### src/rtl/uart_frame_loader_pkg.sv
// uart_frame_loader_pkg: one-hot state encoding, default timing and byte/sample width relation shared by the frame loader
package uart_frame_loader_pkg;
  typedef enum logic [4:0] {
    S_IDLE  = 5'b00001,
    S_LO    = 5'b00010,
    S_HI    = 5'b00100,
    S_START = 5'b01000,
    S_WAIT  = 5'b10000
  } state_t;
  localparam int BYTE_W_DEF = 8;
  localparam int T_GAP_DEF = 52070;
  function automatic int sample_w(input int byte_w);
    return 2 * byte_w;
  endfunction
endpackage

### src/rtl/uart_frame_loader_if.sv
// uart_frame_loader_if: rx byte in (rx_data_i/rx_done_i), buffer write out (wr_en_o/wr_addr_o/wr_data_o), fft handshake (fft_start_o/fft_done_i), status (busy_o/gap_err_o/drop_o)
interface uart_frame_loader_if import uart_frame_loader_pkg::*; #(
  parameter int BYTE_W = BYTE_W_DEF,
  parameter int SIZE = 5
);
  logic [BYTE_W-1:0] rx_data_i;
  logic rx_done_i;
  logic wr_en_o;
  logic [SIZE-1:0] wr_addr_o;
  logic [sample_w(BYTE_W)-1:0] wr_data_o;
  logic fft_start_o;
  logic fft_done_i;
  logic busy_o;
  logic gap_err_o;
  logic drop_o;
  modport master (
    output rx_data_i, rx_done_i, fft_done_i,
    input  wr_en_o, wr_addr_o, wr_data_o, fft_start_o, busy_o, gap_err_o, drop_o
  );
  modport slave (
    input  rx_data_i, rx_done_i, fft_done_i,
    output wr_en_o, wr_addr_o, wr_data_o, fft_start_o, busy_o, gap_err_o, drop_o
  );
endinterface

### src/rtl/uart_frame_loader_gap_timer.sv
// uart_frame_loader_gap_timer: saturating inter-byte gap counter (clk, rst, enable, clear in; expire out while count==T_GAP)
module uart_frame_loader_gap_timer import uart_frame_loader_pkg::*; #(
  parameter int T_GAP = T_GAP_DEF
) (
  input  logic clk,
  input  logic rst,
  input  logic enable,
  input  logic clear,
  output logic expire
);
  localparam int W = $clog2(T_GAP + 1);
  logic [W-1:0] cnt;
  always_ff @(posedge clk or posedge rst)
    if (rst) cnt <= '0;
    else cnt <= (!enable || clear) ? '0 : (cnt == W'(T_GAP)) ? cnt : cnt + 1'b1;
  assign expire = enable && cnt == W'(T_GAP);
endmodule

### src/rtl/uart_frame_loader.sv
// uart_frame_loader: pairs rx bytes into samples written to buffer 0..N-1, starts the fft and waits for done (clk, rst, bus slave modport)
module uart_frame_loader import uart_frame_loader_pkg::*; #(
  parameter int BYTE_W = BYTE_W_DEF,
  parameter int N = 32,
  parameter int SIZE = 5,
  parameter int T_GAP = T_GAP_DEF
) (
  input  logic clk,
  input  logic rst,
  uart_frame_loader_if.slave bus
);
  state_t st;
  logic [SIZE-1:0] idx;
  logic [BYTE_W-1:0] lo_byte;
  logic gap_en;
  logic expire;
  assign gap_en = st == S_HI || (st == S_LO && idx != '0);
  uart_frame_loader_gap_timer #(.T_GAP(T_GAP)) u_gap_timer (
    .clk(clk),
    .rst(rst),
    .enable(gap_en),
    .clear(bus.rx_done_i),
    .expire(expire)
  );
  always_ff @(posedge clk or posedge rst)
    if (rst) begin
      st <= S_LO;
      idx <= '0;
      lo_byte <= '0;
      bus.wr_en_o <= 1'b0;
      bus.wr_addr_o <= '0;
      bus.wr_data_o <= '0;
      bus.fft_start_o <= 1'b0;
      bus.busy_o <= 1'b0;
      bus.gap_err_o <= 1'b0;
      bus.drop_o <= 1'b0;
    end else begin
      bus.wr_en_o <= 1'b0;
      bus.fft_start_o <= 1'b0;
      bus.gap_err_o <= 1'b0;
      bus.drop_o <= 1'b0;
      case (st)
        S_LO:
          if (bus.rx_done_i) begin
            lo_byte <= bus.rx_data_i;
            bus.busy_o <= 1'b1;
            st <= S_HI;
          end else if (expire) begin
            bus.gap_err_o <= 1'b1;
            bus.busy_o <= 1'b0;
            idx <= '0;
          end
        S_HI:
          if (bus.rx_done_i) begin
            bus.wr_en_o <= 1'b1;
            bus.wr_addr_o <= idx;
            bus.wr_data_o <= {bus.rx_data_i, lo_byte};
            idx <= (idx == SIZE'(N - 1)) ? '0 : idx + 1'b1;
            st <= (idx == SIZE'(N - 1)) ? S_START : S_LO;
          end else if (expire) begin
            bus.gap_err_o <= 1'b1;
            bus.busy_o <= 1'b0;
            idx <= '0;
            st <= S_LO;
          end
        S_START: begin
          bus.fft_start_o <= 1'b1;
          bus.drop_o <= bus.rx_done_i;
          st <= S_WAIT;
        end
        S_WAIT: begin
          bus.drop_o <= bus.rx_done_i;
          if (bus.fft_done_i) begin
            bus.busy_o <= 1'b0;
            st <= S_LO;
          end
        end
        default: begin
          idx <= '0;
          bus.busy_o <= 1'b0;
          st <= S_LO;
        end
      endcase
    end
endmodule

### src/flat_wrapper.sv
// flat-port wrapper written by rule: the top's interface ports become plain ports
module uart_frame_loader_flat import uart_frame_loader_pkg::*;
#(
  parameter int BYTE_W = BYTE_W_DEF,
  parameter int N = 32,
  parameter int SIZE = 5,
  parameter int T_GAP = T_GAP_DEF
)
  (clk, rst, bus_rx_data_i, bus_rx_done_i, bus_fft_done_i, bus_wr_en_o, bus_wr_addr_o, bus_wr_data_o, bus_fft_start_o, bus_busy_o, bus_gap_err_o, bus_drop_o);
  uart_frame_loader_if #(.BYTE_W(BYTE_W), .SIZE(SIZE)) bus_i ();
  input  logic clk;
  input  logic rst;
  input wire logic [$bits(bus_i.rx_data_i)-1:0] bus_rx_data_i;
  input wire logic [$bits(bus_i.rx_done_i)-1:0] bus_rx_done_i;
  input wire logic [$bits(bus_i.fft_done_i)-1:0] bus_fft_done_i;
  output wire logic [$bits(bus_i.wr_en_o)-1:0] bus_wr_en_o;
  output wire logic [$bits(bus_i.wr_addr_o)-1:0] bus_wr_addr_o;
  output wire logic [$bits(bus_i.wr_data_o)-1:0] bus_wr_data_o;
  output wire logic [$bits(bus_i.fft_start_o)-1:0] bus_fft_start_o;
  output wire logic [$bits(bus_i.busy_o)-1:0] bus_busy_o;
  output wire logic [$bits(bus_i.gap_err_o)-1:0] bus_gap_err_o;
  output wire logic [$bits(bus_i.drop_o)-1:0] bus_drop_o;
  assign bus_i.rx_data_i = bus_rx_data_i;
  assign bus_i.rx_done_i = bus_rx_done_i;
  assign bus_i.fft_done_i = bus_fft_done_i;
  assign bus_wr_en_o = bus_i.wr_en_o;
  assign bus_wr_addr_o = bus_i.wr_addr_o;
  assign bus_wr_data_o = bus_i.wr_data_o;
  assign bus_fft_start_o = bus_i.fft_start_o;
  assign bus_busy_o = bus_i.busy_o;
  assign bus_gap_err_o = bus_i.gap_err_o;
  assign bus_drop_o = bus_i.drop_o;
  uart_frame_loader #(.BYTE_W(BYTE_W), .N(N), .SIZE(SIZE), .T_GAP(T_GAP)) u_core (.clk(clk), .rst(rst), .bus(bus_i));
endmodule
### config.mk
export PLATFORM = sky130hd
export DESIGN_NAME = uart_frame_loader_flat
export DESIGN_NICKNAME = d
export VERILOG_FILES = /design/src/rtl/uart_frame_loader_pkg.sv /design/src/rtl/uart_frame_loader_if.sv /design/src/rtl/uart_frame_loader_gap_timer.sv /design/src/rtl/uart_frame_loader.sv /design/src/flat_wrapper.sv
export SDC_FILE = /design/constraint.sdc
export NUM_CORES = 1
export LEC_CHECK = 0
export CORE_UTILIZATION = 49
export DETAILED_ROUTE_END_ITERATION = 10
export GPL_TIMING_DRIVEN = 0
export PLACE_DENSITY = 0.75
export SLEW_MARGIN = 25
export SYNTH_ARGS = -nofsm -noshare
export SYNTH_HDL_FRONTEND = slang
export SYNTH_SLANG_ARGS = --single-unit
### constraint.sdc
create_clock -name clk -period 2.14 [get_ports clk]
set_clock_uncertainty 0.05 [all_clocks]
set_input_delay 0.321 -clock clk [delete_from_list [all_inputs] [get_ports clk]]
set_output_delay 0.321 -clock clk [all_outputs]
set_load 0.01 [all_outputs]
=== After elaboration in Yosys (flattened, before gate mapping) ===
Index checks and enable logic that the tools add are counted.

* Bitwise gates (word level): 2
* Mux-type cells: 25
* Equality and inequality tests: 12
* Add/sub/neg operators: 2
* Reductions and logical operators: 13

{| class="wikitable"
|+ Operator list
! cell !! count
|-
| 5-bit 2-to-1 mux || 8
|-
| 16-bit 2-to-1 mux || 2
|-
| 5-bit one-hot mux with 4 select lines || 1
|-
| 16-bit by 1-bit adder with 16-bit output (second input constant) || 1
|-
| 16-bit equality test (second input constant) || 1
|-
| 5-bit one-hot mux with 3 select lines || 1
|-
| 1-bit 2-to-1 mux || 11
|-
| 5-bit equality test (second input constant) || 2
|-
| 2-bit inequality test (second input constant) || 5
|-
| 2-bit AND reduction || 3
|-
| 3-bit AND reduction || 2
|-
| 5-bit by 1-bit adder with 5-bit output (second input constant) || 1
|-
| 5-bit by 2-bit equality test with 1-bit output (second input constant) || 1
|-
| 5-bit by 3-bit equality test with 1-bit output (second input constant) || 1
|-
| 5-bit by 4-bit equality test with 1-bit output (second input constant) || 1
|-
| 5-bit nonzero test || 1
|-
| 4-bit 2-to-1 mux || 1
|-
| 1-bit one-hot mux with 4 select lines || 1
|-
| 2-bit OR reduction || 2
|-
| 3-bit by 2-bit inequality test with 1-bit output (second input constant) || 1
|-
| 1-bit logical AND || 2
|-
| 1-bit logical OR || 2
|-
| 1-bit inverter || 2
|-
| 1-bit logical NOT || 1
|}

* Input port bits: 12
* Logic and storage cells: 65
* Output and inout port bits: 26
* Register bits after elaboration: 60

=== Longest topological paths before layout ===
Gate-level depths: netlist of run 1.

* Depth after elaboration: 7
* Gate-level depth with buffers: 8
* Depth with buffers taken out: 7

=== Cells and area by module ===
A second synthesis of run 1 with hierarchy kept.

* Cell total of the unflattened synthesis: 278
* Area total of the unflattened synthesis: 2792.7 µm²

{| class="wikitable"
|+ By module, submodules not included
! module !! cells each !! area an instance (µm²) !! sequential area each (µm²) !! times used
|-
| uart_frame_loader || 189 || 1921.8 || 1077.3 || 1
|-
| uart_frame_loader_gap_timer || 89 || 870.8 || 400.4 || 1
|}

=== Worst setup path after synthesis of run 1 ===
No wires, ideal clock.

* Path type: reg-to-reg
* Start: register u_core.idx[0]
* End: register u_core.u_gap_timer.cnt[11]
* Arrival time: 2.004 ns
* Buffers on the path: 2
* Library setup time: 0.119 ns
* Period minus slack after synthesis: 2.172 ns
* Data required time: 1.971 ns
* Stages on the path, launching flop included: 9
* Slack: -0.032 ns
* Cells stage by stage: dfrtp_1 -> inv_1 -> ha_1 -> or4b_2 -> a21oi_1 -> or2_2 -> buf_2 -> buf_4 -> nor2_1

* Cells in the longest elaborated chain, start to end: 6
* Elaborated cells between the ends (all ways): 7
* Classes of those cells: eq/ne (1); mux (1); reduce/logical (5)

{| class="wikitable"
|+ Ends and longest elaborated chain
! what !! RTL line !! source
|-
| start: declaration || uart_frame_loader.sv:13 || <nowiki>logic [SIZE-1:0] idx;</nowiki>
|-
| start signal: assignment || uart_frame_loader.sv:58 || <nowiki>idx <= (idx == SIZE'(N - 1)) ? '0 : idx + 1'b1;</nowiki>
|-
| 5-bit nonzero test (*) || uart_frame_loader.sv:17 || <nowiki>assign gap_en = st == S_HI || (st == S_LO && idx != '0);</nowiki>
|-
| 1-bit logical AND (*) || uart_frame_loader.sv:17 ||
|-
| 1-bit logical OR (*) || uart_frame_loader.sv:17 ||
|-
| 1-bit logical NOT (*) || uart_frame_loader_gap_timer.sv:15 || <nowiki>else cnt <= (!enable || clear) ? '0 : (cnt == W'(T_GAP)) ? cnt : cnt + 1'b1;</nowiki>
|-
| 1-bit logical OR (*) || uart_frame_loader_gap_timer.sv:15 ||
|-
| 2-bit inequality test (no line) / 16-bit 2-to-1 mux (equally long branches) || - ||
|-
| end signal: assignment || uart_frame_loader_gap_timer.sv:15 ||
|-
| end: declaration || uart_frame_loader_gap_timer.sv:12 || <nowiki>logic [W-1:0] cnt;</nowiki>
|}

Mark *: on every way between the ends. The rest lies on a longest branch, timed or not.
A chain may end at the register's enable or synchronous reset.

=== Worst setup path after layout of run 1 ===
* Start: register u_core.u_gap_timer.cnt[0]
* End: register u_core.u_gap_timer.cnt[2]

* Cells in the longest elaborated chain, start to end: 3
* Elaborated cells between the ends (all ways): 5
* Classes of those cells: add/sub (1); eq/ne (2); mux (2)

{| class="wikitable"
|+ Ends and longest elaborated chain
! what !! RTL line
|-
| 16-bit by 1-bit adder with 16-bit output || uart_frame_loader_gap_timer.sv:15
|-
| 16-bit 2-to-1 mux (2 in series) || uart_frame_loader_gap_timer.sv:15
|}

Parallel ways exist; a longest one is shown, timed or not. The select of a mux whose other input is x is not followed.

==> results.md, run 1 <==
- H-tree lvl count: 3
- Fraction of registers with async set/reset: 1.000
- Total GRT Usage: 0.2195
- Lkg Pwr: 1.577 nW
- Cells after Synth: 286
- Crit end category: register
- Least-Margin Pin Slew: 0.4836 ns
- Post-synth top area share: 0.5190
- Fin Setup TNS: 0 ns
- WL per Instance: 13.90 um
- Final slew viol count: 0
- Clk sinks: 59
- Mapped Nets: 303
- WHS: 0.2086 ns
- Post-synth top flop: dfrtp_1
- Pin count of the biggest net entering global routing: 44
- First-pass GRT wire length: 10170 um
- Min-delay worst type: input pin to asynchronous set/reset pin
- Skew-Pair Late Insertion Delay: 0.34 ns
- Ratio of final minimum period to clock period: 0.9837
- Sequential area share after synthesis: 0.5284
- Post-layout util: 0.6551
- Area of the mapped netlist: 2796 um2
- Power per cell area: 1065 nW/um2
- EDFF count, synth: 0
- CTS tree: done
- Synth top area cells: dfrtp_1 52%, nand2_1 9.0%, xnor2_1 3.4%, mux2_2 3.2%, nor2_1 3.1%
- Core area: 5507 um2
- Synth cell count leaders: 67 x nand2_1, 58 x dfrtp_1, 23 x nor2_1, 11 x xnor2_1
- Die area: 6013 um2
- Initial DRC Count: 124
- TritonRoute pass-1 iters: 4
- CP delay by family, top: simple AND/OR/NAND/NOR gates
- Final-report hold violation count: 0
- Buf/Inv on CP: 1
- Tmin final: 2.105 ns
- Vias in the first global route: 2176
- Setup CP Type: register to register
- Final wirelength: 5838 um
- Fin cells: 420
- Slowest stage delay, CP: 0.54 ns
- Placed insts: 396
- Die height: 77.55 um
- Final RePlAce weighted congestion: 0.7941
- Fin nets: 360
- Register bit total from synthesis: 59
- TritonCTS buffer count: 9
- Clock power share: 0.300
- Setup ws final: 0.03494 ns
- Via Count: 2256
- Port Buffers: 37
- Critical Path RT: 2.35 ns
- Power Internal: 2.694 mW
- Die W: 77.55 um
- Slowest CP cell: or4_4
- Antenna diode count: 0
- Root buf cell: clkbuf_8
- Synth Area per Inst: 9.778 um2
- Post-DP HPWL: 3871 um
- Grt ovf: 0
- Area grow syn2layout: 28.99%
- Yosys warnings: 0
- Antenna violations before repair: 0
- Via density: 5.371
- Drt drc: 0
- Status: finished, final reports clean
- Crit-path cells: inv_2 -> ha_4 -> or4b_4 -> or4_4 -> and3_4 -> nor3_2
- Sw Share: 0.2988
- Sequential power share: 0.403
- Final ANT Viol Nets: 0
- RSZ-0062 raised after global routing: yes
- Most common cell in the netlist: nand2_1
- Placed instance area: 3283 um2
- Combinational power share: 0.297
- Maximum clock rate: 475.0 MHz
- Worst-path clk slew: 0.07 ns
- Number of filler cells placed in the layout: 431
- FF+latch area: 1478 um2
- Final setup viols: 0
- Multi-input gate area: 1254 um2
- Final instance area: 3607 um2
- Critical Path AT: 2.31 ns
- Net Switching: 1.148 mW
- Max Cap Violations: 0
- Max Root-Sink Buffers: 2
- Post-place setup slack: -0.1891 ns
- Total power: 3.842 mW
- Peak supply drop: 0.0005110 V
- Starting Density: 0.5078
- Critical path peak fanout: 5
- Area leader, netlist: dfrtp_1
- CP startpoint kind: register
- Layout cells sized above 1: 0.1638
- Synth unique cells: 47
- Slew HR: 0.6746
- I/O Pins: 38
- Placement Rows: 27
layout by cell type (no fill, tap or decap), types with 7 or more instances in the layout:
master           netlist  final
nor3_1                 7      7
nor2_1                23     23
clkbuf_8               0     10
xnor2_1               11     11
mux2_2                 8      8
nand2_1               67     67
inv_1                  9      7
clkdlybuf4s50_1        0     37
nand3_1                9      9
dfrtp_1               58     58
buf_4                  1      9
state kept, by name, indices dropped and copies added, names as in the netlist:
signal and cells:
u_core.bus.wr_data_o 16, u_core.u_gap_timer.cnt 16, u_core.lo_byte 8, u_core.bus.wr_addr_o 5, u_core.idx 5, u_core.st 4
u_core.bus.busy_o 1, u_core.bus.drop_o 1, u_core.bus.fft_start_o 1, u_core.bus.gap_err_o 1, u_core.bus.wr_en_o 1
worst paths after layout:
check | startpoint | to | slack [ns] | cells after the start
setup / recovery | u_core.u_gap_timer.cnt[0] | u_core.u_gap_timer.cnt[2] | 0.03 | 6
hold / removal | rst | u_core.bus.wr_data_o[15] | 0.21 | 2
setup reg to reg | u_core.u_gap_timer.cnt[0] | u_core.u_gap_timer.cnt[2] | 0.03 | 6
hold reg to reg | u_core.lo_byte[1] | u_core.bus.wr_data_o[1] | 0.41 | 2
max in group asynchronous | rst | u_core.st[1] | 1.28 | 3
min in group clk | u_core.lo_byte[1] | u_core.bus.wr_data_o[1] | 0.41 | 2
final cells by class:
class                   count  share of cell area
multi-input cells         205              0.3476
clock inverters             6             0.02463
flip-flops and latches     59              0.4096
repair buffers             47              0.1270
well taps                  72             0.02497
inverters                   9             0.01006
plain buffers              12             0.01804
clock buffers              10             0.03815
power by group through the flow:
stage          combinational (mW)  clock [mW]  sequential, mW
3_3_place_gp                 1.01           0            1.56
4_1_cts                      1.11        1.18            1.55
2_1_floorplan               0.481           0            1.63
5_1_grt                      1.26        1.22            1.59
6_report                     1.14        1.15            1.55
3_5_place_dp                 1.05           0            1.57
worst reg2reg max path: cells and delay by family (launching register included):
| family | cells | cell delay, ns |
|---|---|---|
| flip-flops | 1 | 0.40 |
| buffers and inverters | 1 | 0.09 |
| AND/OR/NAND/NOR | 4 | 1.35 |
| adder cells (fa/ha/maj) | 1 | 0.14 |
cell families (layout without fill, tap and decap cells):
logic type                 after synthesis  count (layout)  synth area share
muxes                                    8               8           0.03222
DFF                                     59              59            0.5284
buffers and inverters                   23              84           0.03803
and+or+nand+nor                        147             148            0.2609
AOI/OAI and AO/OA                       29              29           0.07114
adders and majority gates                5               5           0.02237
xor gates and xnor gates                15              15           0.04698
layer usage:
| layer | track usage | part of all wire | vias to the layer above |
|---|---|---|---|
| met5 | 0 | 0 | - |
| met4 | 0.08491 | 0.015 | 0 |
| met3 | 0.06000 | 0.032 | 10 |
| met2 | 0.3549 | 0.49 | 39 |
| met1 | 0.2797 | 0.46 | 1109 |
| li1 | - | - | 1098 |
timing repair:
item,in CTS,in global routing
hold buffers,0,0
resized for setup,12,2
pin swaps,2,2
cloned,1,0
setup endpoints to repair,21,38
buffers inserted,5,4
(Power assumes the default switching activity.)
==> run 2, diff against run 1 <==
--- a/config.mk
+++ b/config.mk
@@ -6,10 +6,11 @@
 export NUM_CORES = 1
 export LEC_CHECK = 0
 export CORE_UTILIZATION = 49
+export CTS_CLUSTER_DIAMETER = 150
 export DETAILED_ROUTE_END_ITERATION = 10
 export GPL_TIMING_DRIVEN = 0
 export PLACE_DENSITY = 0.75
-export SLEW_MARGIN = 25
+export SLEW_MARGIN = 20
 export SYNTH_ARGS = -nofsm -noshare
 export SYNTH_HDL_FRONTEND = slang
 export SYNTH_SLANG_ARGS = --single-unit
==> results.md, run 2 (same netlist as run 1, synthesis figures left out) <==
- Final setup viols: 0 (unchanged)
- Die height: 77.55 um (unchanged)
- Antenna violations before repair: 0 (unchanged)
- Pin count of the biggest net entering global routing: 60 (was 44)
- Starting Density: 0.5078 (unchanged)
- Fin Setup TNS: 0 ns (unchanged)
- Via Count: 2249 (was 2256)
- Final ANT Viol Nets: 0 (unchanged)
- Worst r2r src: u_core.u_gap_timer.cnt[0] (unchanged)
- Area grow syn2layout: 26.93% (was 28.99%)
- Placed instance area: 3263 um2 (was 3283 um2)
- Initial DRC Count: 156 (was 124)
- Final instance area: 3550 um2 (was 3607 um2)
- Drt drc: 0 (unchanged)
- Final slew viol count: 0 (unchanged)
- Status: finished, final reports clean (unchanged)
- Least-Margin Pin Slew: 0.7199 ns (was 0.4836 ns)
- Most frequent cells in the layout: 67 x nand2_1, 57 x dfrtp_1, 37 x clkdlybuf4s50_1, 23 x nor2_1, 11 x xnor2_1 (was 67 x nand2_1, 58 x dfrtp_1, 37 x clkdlybuf4s50_1, 23 x nor2_1, 11 x xnor2_1)
- Power per cell area: 1036 nW/um2 (was 1065 nW/um2)
- Lkg Pwr: 1.547 nW (was 1.577 nW)
- WL per Instance: 14.33 um (was 13.90 um)
- Crit path from: u_core.u_gap_timer.cnt[0] (unchanged)
- Antenna diode count: 0 (unchanged)
- Critical Path RT: 2.35 ns (about the same)
- Vias in the first global route: 2126 (was 2176)
- Placement Rows: 27 (unchanged)
- Port Buffers: 37 (unchanged)
- Fin nets: 357 (was 360)
- Path depth of the worst reg2reg path: 6 (unchanged)
- Layout cells sized above 1: 0.1652 (was 0.1638)
- Grt ovf: 0 (unchanged)
- Final wirelength: 5976 um (was 5838 um)
- Hold_buf cts: 0 (unchanged)
- Biggest regs: u_core.bus.wr_data_o: 16 flops, u_core.u_gap_timer.cnt: 16 flops, u_core.lo_byte: 8 flops (unchanged)
- Root buf cell: clkbuf_8 (unchanged)
- Post-layout util: 0.6446 (was 0.6551)
- H-tree lvl count: 3 (unchanged)
- Worst R2R End: u_core.u_gap_timer.cnt[2] (unchanged)
- TritonCTS buffer count: 9 (unchanged)
- Fin cells: 417 (was 420)
- Maximum clock rate: 470.3 MHz (was 475.0 MHz)
- Min-delay worst type: input pin to asynchronous set/reset pin (unchanged)
- Post-DP HPWL: 3785 um (was 3871 um)
- CTS tree: done (unchanged)
- Crit end category: register (unchanged)
- Setup CP Type: register to register (unchanged)
- Clk sinks: 59 (unchanged)
- TritonRoute pass-1 iters: 4 (unchanged)
- Worst-path clk slew: 0.07 ns (about the same)
- Total GRT Usage: 0.2099 (was 0.2195)
- Die area: 6013 um2 (unchanged)
- Final-report hold violation count: 0 (unchanged)
- Number of filler cells placed in the layout: 452 (was 431)
- Ratio of final minimum period to clock period: 0.9936 (was 0.9837)
- Core area: 5507 um2 (unchanged)
- First-pass GRT wire length: 9680 um (was 10170 um)
- Worst reg2reg setup slack: 0.01 ns (was 0.03 ns)
- RSZ-0062 raised after global routing: yes (unchanged)
- Peak supply drop: 0.0004569 V (was 0.0005110 V)
- Max Root-Sink Buffers: 2 (unchanged)
- Critical path peak fanout: 5 (unchanged)
- Critical Path AT: 2.34 ns (was 2.31 ns)
- I/O Pins: 38 (unchanged)
- Via density: 5.393 (was 5.371)
- CP startpoint kind: register (unchanged)
- Slew HR: 0.5201 (was 0.6746)
- Placed insts: 395 (was 396)
- Most common cell after layout, fill and taps aside: nand2_1 (unchanged)
- Skew-Pair Late Insertion Delay: 0.35 ns (was 0.34 ns)
- Tmin final: 2.126 ns (was 2.105 ns)
- Final RePlAce weighted congestion: 0.7941 (unchanged)
- Max Cap Violations: 0 (unchanged)
- Die W: 77.55 um (unchanged)
==> run 2: cell count changes in the layout (fill, tap and decap cells not counted), sizes merged <==
cell    change
buf         -3
bufinv      -1
clkbuf      -1
clkinv      +2
==> run 2: where the power goes <==
part	switching (mW)	internal, mW
Combinational	0.530	0.604
Sequential	0.158	1.39
Clock	0.462	0.532
==> run 2: layout make-up <==
type | instances | area [um2] | share of cell area
buffer | 12 | 65.06 | 0.01833
clock buffer | 9 | 123.9 | 0.03490
clock inverter | 7 | 68.82 | 0.01939
inverter | 9 | 36.28 | 0.01022
multi-input combinational | 205 | 1264 | 0.3560
sequential | 59 | 1479 | 0.4166
tap | 72 | 90.09 | 0.02538
timing repair buffer | 44 | 422.9 | 0.1191
==> run 2: metal layers <==
layer | vias up | global-route usage | wire length (um)
met5 | - | 0 | 0
met4 | 0 | 0.1132 | 155
met3 | 16 | 0.06000 | 192
met2 | 37 | 0.3142 | 2860
met1 | 1101 | 0.2747 | 2768
li1 | 1095 | - | -
==> run 2: repair_timing <==
action / CTS / global route
gates cloned: 0 / 1
resized for setup: 9 / 8
hold endpoints to repair: 0 / 0
pin swaps: 2 / 1
setup endpoints to repair: 21 / 34
buffers inserted: 2 / 5
==> run 2: how the worst max path moves through the flow <==
stage,end,cells after the start
final,u_core.u_gap_timer.cnt[2],6
after global placement,u_core.bus.drop_o,2
after CTS,u_core.u_gap_timer.cnt[2],6
after detailed placement,u_core.u_gap_timer.cnt[12],8
after global routing,u_core.u_gap_timer.cnt[2],6
after floorplan,u_core.u_gap_timer.cnt[2],7
==> run 2: through the flow <==
stage / hold WS [ns] / setup WS, ns / total power [mW]
after floorplan: 0.3764 / 0.03637 / 2.108
after global placement: 0.3931 / -0.7243 / 2.574
after detailed placement: 0.4005 / -0.1827 / 2.608
after CTS: 0.4107 / -0.008460 / 3.656
after global routing: 0.4342 / -0.02853 / 3.884
final: 0.4020 / 0.01365 / 3.679
==> run 2: critical path, stage by stage, from the launching register on <==
cell,delay (ns)
dfrtp_1,0.39
inv_2,0.09
ha_4,0.14
or4b_4,0.48
or4_4,0.55
and3_4,0.20
nor3_2,0.14
==> run 3, diff against run 2 <==
--- a/config.mk
+++ b/config.mk
@@ -13,4 +13,5 @@
 export SLEW_MARGIN = 20
 export SYNTH_ARGS = -nofsm -noshare
 export SYNTH_HDL_FRONTEND = slang
+export SYNTH_HIERARCHICAL = 1
 export SYNTH_SLANG_ARGS = --single-unit
==> results.md, run 3 <==
- Crit end category: register (unchanged)
- FF+latch area: 1478 um2 (was 1479 um2)
- Fin Setup TNS: -1.497 ns (was 0 ns)
- Worst R2R End: u_core/idx[3] (was u_core.u_gap_timer.cnt[2])
- Starting Density: 0.5072 (was 0.5078)
- Crit-path cells: or4b_4 -> nor4_4 -> and2_4 -> or4b_4 -> o22ai_2 -> or3b_4 -> a221o_1 (was inv_2 -> ha_4 -> or4b_4 -> or4_4 -> and3_4 -> nor3_2)
- Placed instance area: 3278 um2 (was 3263 um2)
- Post-DP HPWL: 3949 um (was 3785 um)
- Final slew viol count: 0 (unchanged)
- Area grow syn2layout: 26.70% (was 26.93%)
- Worst reg2reg setup slack: -0.41 ns (was 0.01 ns)
- Register bit total from synthesis: 59 (unchanged)
- Ratio of final minimum period to clock period: 1.191 (was 0.9936)
- Clk sinks: 59 (unchanged)
- Slowest stage delay, CP: 0.55 ns (about the same)
- Number of filler cells placed in the layout: 443 (was 452)
- Via density: 5.393 (about the same)
- Pin count of the biggest net entering global routing: 27 (was 60)
- Peak supply drop: 0.0006652 V (was 0.0004569 V)
- Met3 GRT Util: 0.07529 (was 0.06000)
- H-tree lvl count: 3 (unchanged)
- Fin nets: 350 (was 357)
- Status: complete, but fails checks (was finished, final reports clean)
- Synth Area per Inst: 10.05 um2 (was 9.778 um2)
- Slowest CP cell: or4b_4 (was or4_4)
- Multi-input gate area: 1247 um2 (was 1264 um2)
- Tmin final: 2.549 ns (was 2.126 ns)
- Core area: 5507 um2 (unchanged)
- Total GRT Usage: 0.2201 (was 0.2099)
- Most Used Layer, Global Route: met2 (unchanged)
- I/O Pins: 38 (unchanged)
- Post-place setup slack: -0.6171 ns (was -0.1827 ns)
- Synth top area cells: dfrtp_1 52%, nand2_1 9.3%, mux2_2 3.2%, nor2_1 3.0%, ha_1 2.2% (was dfrtp_1 52%, nand2_1 9.0%, xnor2_1 3.4%, mux2_2 3.2%, nor2_1 3.1%)
- Final ANT Viol Nets: 0 (unchanged)
- Die height: 77.50 um (was 77.55 um)
- Layout cells sized above 1: 0.1716 (was 0.1652)
- Initial DRC Count: 160 (was 156)
- Power per cell area: 1118 nW/um2 (was 1036 nW/um2)
- Skew-Pair Late Insertion Delay: 0.33 ns (was 0.35 ns)
- WL per Instance: 14.76 um (was 14.33 um)
- Cells after Synth: 278 (was 286)
- Setup CP Type: register to register (unchanged)
- Vias in the first global route: 2129 (was 2126)
- Final RePlAce weighted congestion: 0.7488 (was 0.7941)
- Die W: 77.50 um (was 77.55 um)
- Root buf cell: clkbuf_8 (unchanged)
- WHS: 0.2829 ns (was 0.4020 ns)
- Failing checks: negative setup slack
- TritonRoute pass-1 iters: 4 (unchanged)
- Via Count: 2211 (was 2249)
- Die area: 6005 um2 (was 6013 um2)
- Final-report hold violation count: 0 (unchanged)
- Worst r2r src: u_core/u_gap_timer/cnt[3] (was u_core.u_gap_timer.cnt[0])
- TritonCTS buffer count: 9 (unchanged)
- Most common cell in the netlist: nand2_1 (unchanged)
- Area leader, netlist: dfrtp_1 (unchanged)
- CTS tree: done (unchanged)
- Final wirelength: 6052 um (was 5976 um)
- First-pass GRT wire length: 10120 um (was 9680 um)
- Lkg Pwr: 1.627 nW (was 1.547 nW)
- Setup ws final: -0.4089 ns (was 0.01365 ns)
- Drt drc: 0 (unchanged)
- Most frequent cells in the layout: 69 x nand2_1, 58 x dfrtp_1, 37 x clkdlybuf4s50_1, 22 x nor2_1, 10 x clkbuf_8 (was 67 x nand2_1, 57 x dfrtp_1, 37 x clkdlybuf4s50_1, 23 x nor2_1, 11 x xnor2_1)
- Critical path peak fanout: 5 (unchanged)
- Worst-path clk slew: 0.06 ns (was 0.07 ns)
- Maximum clock rate: 392.3 MHz (was 470.3 MHz)
- Least-Margin Pin Slew: 0.6240 ns (was 0.7199 ns)
- Total power: 3.956 mW (was 3.679 mW)
- CP most frequent cell: or4b_4
- Mapped Nets: 295 (was 303)
- Path depth of the worst reg2reg path: 7 (was 6)
- Grt ovf: 0 (unchanged)
- Min-delay worst type: input pin to asynchronous set/reset pin (unchanged)
- Critical Path AT: 2.71 ns (was 2.34 ns)
- Final instance area: 3538 um2 (was 3550 um2)
- Slew HR: 0.5836 (was 0.5201)
- EDFF count, synth: 0 (unchanged)
- Critical Path RT: 2.30 ns (was 2.35 ns)
- Synth cell count leaders: 69 x nand2_1, 58 x dfrtp_1, 22 x nor2_1 (was 67 x nand2_1, 58 x dfrtp_1, 23 x nor2_1, 11 x xnor2_1)
- Yosys warnings: 6 (was 0)
- Area of the mapped netlist: 2793 um2 (was 2796 um2)
- Max Root-Sink Buffers: 2 (unchanged)
- Fraction of registers with async set/reset: 1.000 (unchanged)
- Placement Rows: 27 (unchanged)
- Antenna diode count: 0 (unchanged)
- Port Buffers: 37 (unchanged)
- CP startpoint kind: register (unchanged)
- Met1 Track Usage GR: 0.2811 (was 0.2747)
- GR Util met2: 0.3319 (was 0.3142)
- Sequential area share after synthesis: 0.5291 (was 0.5284)
- Biggest regs: u_core/bus.wr_data_o: 16 flops, u_core/u_gap_timer/cnt: 16 flops, u_core/lo_byte: 8 flops (was u_core.bus.wr_data_o: 16 flops, u_core.u_gap_timer.cnt: 16 flops, u_core.lo_byte: 8 flops)
- Most common cell after layout, fill and taps aside: nand2_1 (unchanged)
- Final setup viols: 4 (was 0)
- Post-synth top flop: dfrtp_1 (unchanged)
- RSZ-0062 raised after global routing: yes (unchanged)
- Synth unique cells: 54 (was 47)
- Antenna violations before repair: 0 (unchanged)
- Max Cap Violations: 0 (unchanged)
- Post-synth top area share: 0.5197 (was 0.5190)
-- run 3: worst max path at each step --
stage | startpoint | endpoint | slack (ns) | cells past startpoint
floorplan | u_core/u_gap_timer/cnt[10] | u_core/idx[3] | -0.44 | 7
global placement | u_core/u_gap_timer/cnt[12] | u_core/idx[3] | -0.61 | 7
detailed placement | u_core/u_gap_timer/cnt[12] | u_core/idx[3] | -0.62 | 7
CTS | u_core/u_gap_timer/cnt[4] | u_core/idx[3] | -0.38 | 7
global route | u_core/u_gap_timer/cnt[3] | u_core/idx[1] | -0.48 | 8
finish | u_core/u_gap_timer/cnt[3] | u_core/idx[3] | -0.41 | 7
-- run 3: cell families (layout without fill, tap and decap cells) --
kind of cell	Yosys count	count (layout)	synth area share
compound gates	32	32	0.07393
xor+xnor	12	12	0.04436
fa+ha+maj	5	5	0.02240
buf+inv	17	77	0.03360
flops	59	59	0.5291
mux	8	8	0.03226
simple gates	145	145	0.2643
-- run 3: metrics by stage --
step | util | std cells
2_1_floorplan | - | 278
3_3_place_gp | 0.5917 | 387
3_5_place_dp | 0.5953 | 388
4_1_cts | 0.6408 | 409
5_1_grt | 0.6426 | 410
6_report | 0.6426 | 410
-- run 3: repair_timing --
action / in CTS / in global routing
buffers inserted: 5 / 1
pin swaps: 5 / 1
resized for setup: 3 / 1
setup endpoints to repair: 6 / 5
hold buffers: 0 / 0
hold endpoints to repair: 0 / 0
-- run 3: routing by layer --
| metal | up-vias | part of all wire |
|---|---|---|
| met5 | - | 0 |
| li1 | 1054 | - |
| met2 | 62 | 0.46 |
| met3 | 15 | 0.058 |
| met4 | 0 | 0.021 |
| met1 | 1080 | 0.46 |
-- run 3: cell type report --
class | count | share of cell area
inverters | 7 | 0.007426
clock inverters | 5 | 0.01485
plain buffers | 10 | 0.01909
clock buffers | 11 | 0.03996
multi-input cells | 202 | 0.3525
repair buffers | 44 | 0.1231
flip-flops and latches | 59 | 0.4176
well taps | 72 | 0.02546
-- run 3: critical path: cells and delay by family, from the launching register on --
family             cells  cell delay [ns]
DFF                    1             0.39
and+or+nand+nor        5             1.59
AOI/OAI and AO/OA      2             0.39
-- run 3: power breakdown --
part           switching, mW  leakage, nW  internal, mW
logic                  0.658        0.754         0.705
clock network          0.431       0.0991         0.563
registers              0.187        0.774          1.41
